[config.mk]
export PLATFORM = sky130hd
export DESIGN_NAME = lock_water_level
export DESIGN_NICKNAME = d
export VERILOG_FILES = /design/src/rtl/lock_water_level.sv
export SDC_FILE = /design/constraint.sdc
export NUM_CORES = 1
export LEC_CHECK = 0
export ABC_CLOCK_PERIOD_IN_PS = 4600
export CORE_UTILIZATION = 25
export CTS_CLUSTER_DIAMETER = 60
export DETAILED_ROUTE_END_ITERATION = 6
export PLACE_DENSITY = 0.53
export SLEW_MARGIN = 20
export SYNTH_ARGS = -nofsm -noshare
export SYNTH_HDL_FRONTEND = slang
export SYNTH_SLANG_ARGS = --single-unit
[constraint.sdc]
create_clock -name clk -period 4.6 [get_ports clk]
set_input_delay 1.15 -clock clk [delete_from_list [all_inputs] [get_ports clk]]
set_output_delay 1.15 -clock clk [all_outputs]
set_load 0.005 [all_outputs]
[src/rtl/lock_water_level.sv]
// Lock-chamber water-level controller: fill/drain valves gated by the
// gate interlock, rate-divided level counter and status for the gate side.
module lock_water_level #(
  parameter int MAX_LEVEL = 15,
  parameter int RATE_DIV  = 4,
  parameter int LEVEL_W   = $clog2(MAX_LEVEL + 1)
) (
  input  logic               clk,
  input  logic               reset,
  input  logic               fill_req,
  input  logic               drain_req,
  input  logic [1:0]         gate_state,
  output logic [1:0]         water_status,
  output logic               fill_valve,
  output logic               drain_valve,
  output logic [LEVEL_W-1:0] level
);

  localparam int DIV_W = (RATE_DIV > 1) ? $clog2(RATE_DIV) : 1;
  localparam logic [DIV_W-1:0]   DIV_LAST = DIV_W'(RATE_DIV - 1);
  localparam logic [LEVEL_W-1:0] LVL_TOP  = LEVEL_W'(MAX_LEVEL - 1);
  localparam logic [LEVEL_W-1:0] LVL_ONE  = LEVEL_W'(1);

  typedef enum logic [1:0] {
    LOW,
    FILLING,
    HIGH,
    DRAINING
  } state_t;

  state_t           state;
  logic [DIV_W-1:0] div;
  logic             gates_closed;
  logic             fill_only;
  logic             drain_only;
  logic             div_wrap;

  assign gates_closed = (gate_state == 2'b00);
  assign fill_only    = fill_req & ~drain_req;
  assign drain_only   = drain_req & ~fill_req;
  assign div_wrap     = (div == DIV_LAST);

  // Valves follow the gates combinationally so an opened gate cuts flow at once
  assign fill_valve  = (state == FILLING) & gates_closed;
  assign drain_valve = (state == DRAINING) & gates_closed;

  always_ff @(posedge clk or posedge reset) begin
    if (reset) begin
      state <= LOW;
      level <= '0;
      div   <= '0;
    end else begin
      unique case (state)
        LOW: begin
          if (fill_only & gates_closed) begin
            state <= FILLING;
            div   <= '0;
          end
        end
        HIGH: begin
          if (drain_only & gates_closed) begin
            state <= DRAINING;
            div   <= '0;
          end
        end
        FILLING: begin
          if (drain_only) begin
            div   <= '0;
            state <= (level == '0) ? LOW : DRAINING;
          end else if (gates_closed) begin
            if (div_wrap) begin
              div   <= '0;
              level <= level + LVL_ONE;
              if (level == LVL_TOP) state <= HIGH;
            end else begin
              div <= div + 1'b1;
            end
          end
        end
        DRAINING: begin
          if (fill_only) begin
            div   <= '0;
            state <= (level == LVL_TOP + LVL_ONE) ? HIGH : FILLING;
          end else if (gates_closed) begin
            if (div_wrap) begin
              div   <= '0;
              level <= level - LVL_ONE;
              if (level == LVL_ONE) state <= LOW;
            end else begin
              div <= div + 1'b1;
            end
          end
        end
      endcase
    end
  end

  always_comb begin
    water_status = 2'b10;
    unique case (state)
      LOW:      water_status = 2'b10;
      FILLING:  water_status = 2'b00;
      HIGH:     water_status = 2'b11;
      DRAINING: water_status = 2'b01;
    endcase
  end

endmodule

==> results of run 1 <==
kinds of logic after synthesis:
group	synth area share [%]
adders and majority gates	12.70
xor gates and xnor gates	5.083
muxes	4.719
DFF	29.04
AOI/OAI and AO/OA	22.69
buffers and inverters	5.625
and+or+nand+nor	20.15
area by class of cell:
class | count | area [sq um]
Clock buffer | 3 | 22.52
Multi-Input combinational cell | 56 | 450.4
Sequential cell | 8 | 200.2
Timing Repair Buffer | 14 | 137.6
Tap cell | 30 | 37.54
Fill cell | 270 | 1674
Inverter | 6 | 22.52
stage by stage:
stage | setup WS (ns) | instances
final | 0.9275 | 117
after floorplan | 1.778 | 73
after global routing | 0.8309 | 117
after CTS | 0.9178 | 117
after detailed placement | 0.9181 | 114
after global placement | 0.9314 | 114
worst reg2reg max path, stage by stage (launching register included):
cell and delay [ns]:
dfrtp_1 0.46, inv_1 0.12, ha_1 0.21, and4_1 0.17
o31a_2 0.29, and2_4 0.16, a32oi_1 0.20
power breakdown:
part / total, mW / internal, mW / leakage (nW) / switching [mW]
clock: 0.0535 / 0.0298 / 0.0138 / 0.0236
combinational: 0.177 / 0.0974 / 0.246 / 0.0792
sequential: 0.141 / 0.0918 / 0.100 / 0.0490
total: 0.371 / 0.219 / 0.360 / 0.152
cells in the final DEF (no fill, tap or decap), types with 2 or more instances in the layout:
cell	netlist	layout
a311o_1	2	2
a32oi_1	2	2
mux2_1	2	2
clkdlybuf4s50_1	0	13
nand2_1	3	3
inv_1	6	6
clkbuf_4	0	3
a22o_1	2	2
xnor2_1	3	3
a31oi_1	2	2
a21oi_1	2	2
nor2_1	4	4
and4_1	2	2
dfrtp_1	8	8
ha_1	7	7
nand3_1	2	2
nor2b_1	2	2
path summary, 6_finish.rpt:
path,start,slack (ns),endpoint
max reg2reg,level[0]$_DFFE_PP0P_,2.91,register
min,div[1]$_DFFE_PP0P_,0.56,div[1]$_DFFE_PP0P_
min reg2reg,div[1]$_DFFE_PP0P_,0.56,div[1]$_DFFE_PP0P_
min in group asynchronous,reset,1.14,div[0]$_DFFE_PP0P_
max,gate_state[1],0.93,fill_valve
max in group asynchronous,reset,3.22,level[1]$_DFFE_PP0P_
routing by layer:
| metal | global-route usage (%) | vias up |
|---|---|---|
| met2 | 17.68 | 17 |
| met1 | 12.88 | 272 |
| met5 | 0 | - |
| li1 | - | 301 |
| met3 | 6.111 | 3 |
| met4 | 4.701 | 0 |
==> impl_metrics.json, run 1 <==
{
  "slew_headroom_pct": 67.90,
  "synth.distinct_cells": 39,
  "clock_skew_ns": 0.005894,
  "drc_errors": 0,
  "syn_avg_cell_area_sq_um": 9.444,
  "power.total_mw": 0.3708,
  "crit_required_ns": 3.45,
  "dieWidth_microns": 54.52,
  "cts_tree": "built",
  "grt_pass1_vias": 538,
  "hold_violations": 0,
  "initial_core_util_pct": 27.09,
  "hp-class": "register to register",
  "period_needed_ns": 3.672,
  "antenna_left": 0,
  "async_reset_ff_share_pct": 100.0,
  "crit_slowest_cell": "clkdlybuf4s50_1",
  "post_cts_resized": 0,
  "drt_iter0_markers": 4,
  "vias_per_cell": 5.068,
  "p_leak_nw": 0.3598,
  "cts-buffers-inserted": 3,
  "core_sq_um": 2545,
  "arrival_ns": 2.52,
  "route.met3.wl_microns": 105,
  "synth_seq_cells": 8,
  "rsz0062_at_grt": "false",
  "status": "finished clean",
  "finalMaxSlewViolations": 0,
  "final_layout_size_suffix_gt1_share_pct": 11.49,
  "final_core_util_pct": 34.22,
  "netlist_area_sq_um": 689.4,
  "synth_area_leaders": "dfrtp_1 (29%), ha_1 (13%), xnor2_1 (3.8%), inv_1 (3.3%), mux2_1 (3.3%)",
  "cts_num_sinks": 8,
  "worst-slew-pin-transition_ns": 0.4815,
  "grt_pass1_wl_microns": 2297,
  "final.setup.tns_ns": 0,
  "yosysSeqAreaShare_pct": 29.04,
  "die_y_microns": 54.52,
  "grt_start_max_net_pins": 16,
  "yosysWarnings": 0,
  "cts_max_level": 1,
  "ys.flop_type": "dfrtp_1",
  "drt-pass1-iter-count": 4,
  "drv_cap": 0,
  "clk_path_buf_depth": 2,
  "cts_root_buffer": "clkbuf_4",
  "path_delay_family": "buffers and inverters",
  "dp_hpwl_microns": 1188,
  "gr-total-overflow": 0,
  "num_vias": 593,
  "yosys-top-cells-count": "dfrtp_1 (8), ha_1 (7), inv_1 (6)",
  "max_freq_ghz": 0.2723,
  "rr_worst_depth": 6,
  "hold_path_depth": 1,
  "placed_area_sq_um": 848.3,
  "layout.nets": 102,
  "routed_wl_microns": 1483,
  "synth.largest_area_cell": "dfrtp_1",
  "path_class": "primary input to output pin",
  "final_area_sq_um": 870.8,
  "port_buffers": 13,
  "synth_nets": 86,
  "crit_chain": "clkdlybuf4s50_1 > nor2_1 > buf_4 > nand2_1 > nor2_1 > clkdlybuf4s50_1",
  "rows": 18,
  "crit_buf_inv": 3,
  "netlist.area_leader.share_pct": 29.04,
  "wl_per_cell_microns": 12.68,
  "top_layer": "met4",
  "power.density_nw_per_um2": 425.8,
  "worst-path-max-fanout": 8,
  "clock_latency_ns": 0.26,
  "met1_length_microns": 628,
  "dieArea_sq_um": 2972,
  "syn_inst": 73,
  "area.growth.synth_to_final_pct": 26.32,
  "cp.depth": 6,
  "clkTransAtPathRegs_ns": 0.05,
  "holdBufCountCts": 0,
  "holdWs_ns": 0.5643,
  "setup_viol": 0,
  "dr_wl_met2_microns": 737,
  "gp_congestion": 0.7426,
  "cp-end-kind": "output pin",
  "synth_most_common_cell": "dfrtp_1",
  "io_pins": 14,
  "grt_use_total_pct": 11.37,
  "max_stage_delay_ns": 0.50,
  "startpoint_type": "primary input",
  "synth-edff-count": 0,
  "cts_setup_buffers": 0,
  "antenna_found_initial": 0,
  "vdd_drop_max_v": 0.0002006,
  "antenna_cells": 0,
  "finalCritPeriodShare_pct": 79.84
}
Note: power is estimated with default switching activity, not from simulation.
==> run 2, diff against run 1 <==
- ABC_CLOCK_PERIOD_IN_PS: 4600 -> 3000
- PLACE_DENSITY: 0.53 -> 0.54
- clock period: 4.6 -> 3 ns (I/O delays scaled with it)
==> impl_metrics.json, run 2 (synthesis gave the netlist of run 1 again) <==
{
  "status": "finished clean",
  "post_cts_resized": 0,
  "crit_required_ns": 2.25,
  "antenna_left": 0,
  "clk_path_buf_depth": 2,
  "port_buffers": 13,
  "hold_violations": 0,
  "gp_congestion": 0.7784,
  "drc_errors": 0,
  "num_vias": 609,
  "initial_core_util_pct": 27.09,
  "crit_chain": "clkdlybuf4s50_1 > nor2_1 > nand2_1 > nor2_1 > clkdlybuf4s50_1",
  "max_stage_delay_ns": 0.50,
  "drv_cap": 0,
  "dieWidth_microns": 54.52,
  "vias_per_cell": 5.205,
  "grt_use_total_pct": 12.29,
  "wl_per_cell_microns": 13.62,
  "p_leak_nw": 0.3598,
  "arrival_ns": 2.03,
  "drt_iter0_markers": 12,
  "clock_latency_ns": 0.26,
  "grt_pass1_vias": 540,
  "hp-class": "register to register",
  "clock_skew_ns": 0.007338,
  "area.growth.synth_to_final_pct": 26.32,
  "period_needed_ns": 2.782,
  "path_class": "primary input to output pin",
  "cts_tree": "built",
  "grt_pass1_wl_microns": 2525,
  "final.setup.tns_ns": 0,
  "cts_num_sinks": 8,
  "die_y_microns": 54.52,
  "clkTransAtPathRegs_ns": 0.06,
  "io_pins": 14,
  "dp_hpwl_microns": 1194,
  "startpoint_type": "primary input",
  "drt-pass1-iter-count": 4,
  "holdBufCountCts": 0,
  "final_cell_mix": "clkdlybuf4s50_1 (13), dfrtp_1 (8), ha_1 (7), inv_1 (6), nor2_1 (4)",
  "final_layout_size_suffix_gt1_share_pct": 11.49,
  "cts-buffers-inserted": 3,
  "finalMaxSlewViolations": 0,
  "layout.nets": 102,
  "dieArea_sq_um": 2972,
  "setup_viol": 0,
  "grt_start_max_net_pins": 16,
  "cp-end-kind": "output pin",
  "antenna_found_initial": 0,
  "cts_setup_buffers": 0,
  "worst-path-max-fanout": 3,
  "core_sq_um": 2545,
  "rows": 18,
  "max_freq_ghz": 0.3595,
  "final_core_util_pct": 34.22,
  "finalCritPeriodShare_pct": 92.73,
  "worst-slew-pin-transition_ns": 0.4918,
  "rsz0062_at_grt": "false",
  "gr-total-overflow": 0,
  "vdd_drop_max_v": 0.0003450,
  "cts_max_level": 1,
  "crit_slowest_cell": "clkdlybuf4s50_1",
  "antenna_cells": 0,
  "power.density_nw_per_um2": 664.7,
  "layout_commonest_cell": "clkdlybuf4s50_1",
  "cts_root_buffer": "clkbuf_4",
  "routed_wl_microns": 1594,
  "slew_headroom_pct": 67.21
}
## run 2: cell counts in the layout (fill, tap and decap cells not counted)
No cell type changed its count.
## run 2: final timing paths
check,start,to,slack [ns],depth (start not counted)
min reg2reg,div[1]$_DFFE_PP0P_,div[1]$_DFFE_PP0P_,0.54,1
max reg2reg,level[0]$_DFFE_PP0P_,register,1.30,6
max,gate_state[1],fill_valve,0.22,5
min,div[1]$_DFFE_PP0P_,div[1]$_DFFE_PP0P_,0.54,1
min in group asynchronous,reset,div[0]$_DFFE_PP0P_,0.73,2
max in group asynchronous,reset,level[2]$_DFFE_PP0P_,2.03,2
## run 2: final cells by class
class	instances	area [sq um]
multi-input cells	56	450.4
fillers	276	1674
clock buffers	3	22.52
inverters	6	22.52
flip-flops and latches	8	200.2
well taps	30	37.54
repair buffers	14	137.6
## run 2: per-stage QoR
step / total power, mW / std cells / hold WS [ns] / setup slack [ns] / area [sq um]
CTS: 0.5817 / 117 / 0.5493 / 0.2194 / 870.8
finish: 0.5788 / 117 / 0.5433 / 0.2182 / 870.8
global placement: 0.4909 / 114 / 0.5338 / 0.2442 / 848.3
detailed placement: 0.4909 / 114 / 0.5266 / 0.2287 / 848.3
floorplan: 0.3966 / 73 / 0.5044 / 0.9778 / 689.4
global route: 0.6263 / 117 / 0.5761 / 0.05658 / 870.8
## run 2: layer usage
| metal | share of wire (%) | routed length (microns) | vias to the layer above | GRT usage (%) |
|---|---|---|---|---|
| li1 | - | - | 300 | - |
| met1 | 47 | 746 | 293 | 15.53 |
| met2 | 47 | 747 | 13 | 18.50 |
| met3 | 5.2 | 83 | 3 | 4.722 |
| met4 | 1.1 | 17 | 0 | 5.128 |
| met5 | 0 | 0 | - | 0 |
## run 2: worst max-delay path, delay by kind of cell
family,cells,cell delay (ns)
buffers and inverters,2,0.93
and+or+nand+nor,3,0.34
## run 2: report_power, final
part / total, mW / internal, mW / switching, mW
Combinational: 0.274 / 0.149 / 0.125
Clock: 0.0856 / 0.0460 / 0.0396
Sequential: 0.219 / 0.141 / 0.0784
Total: 0.579 / 0.336 / 0.243
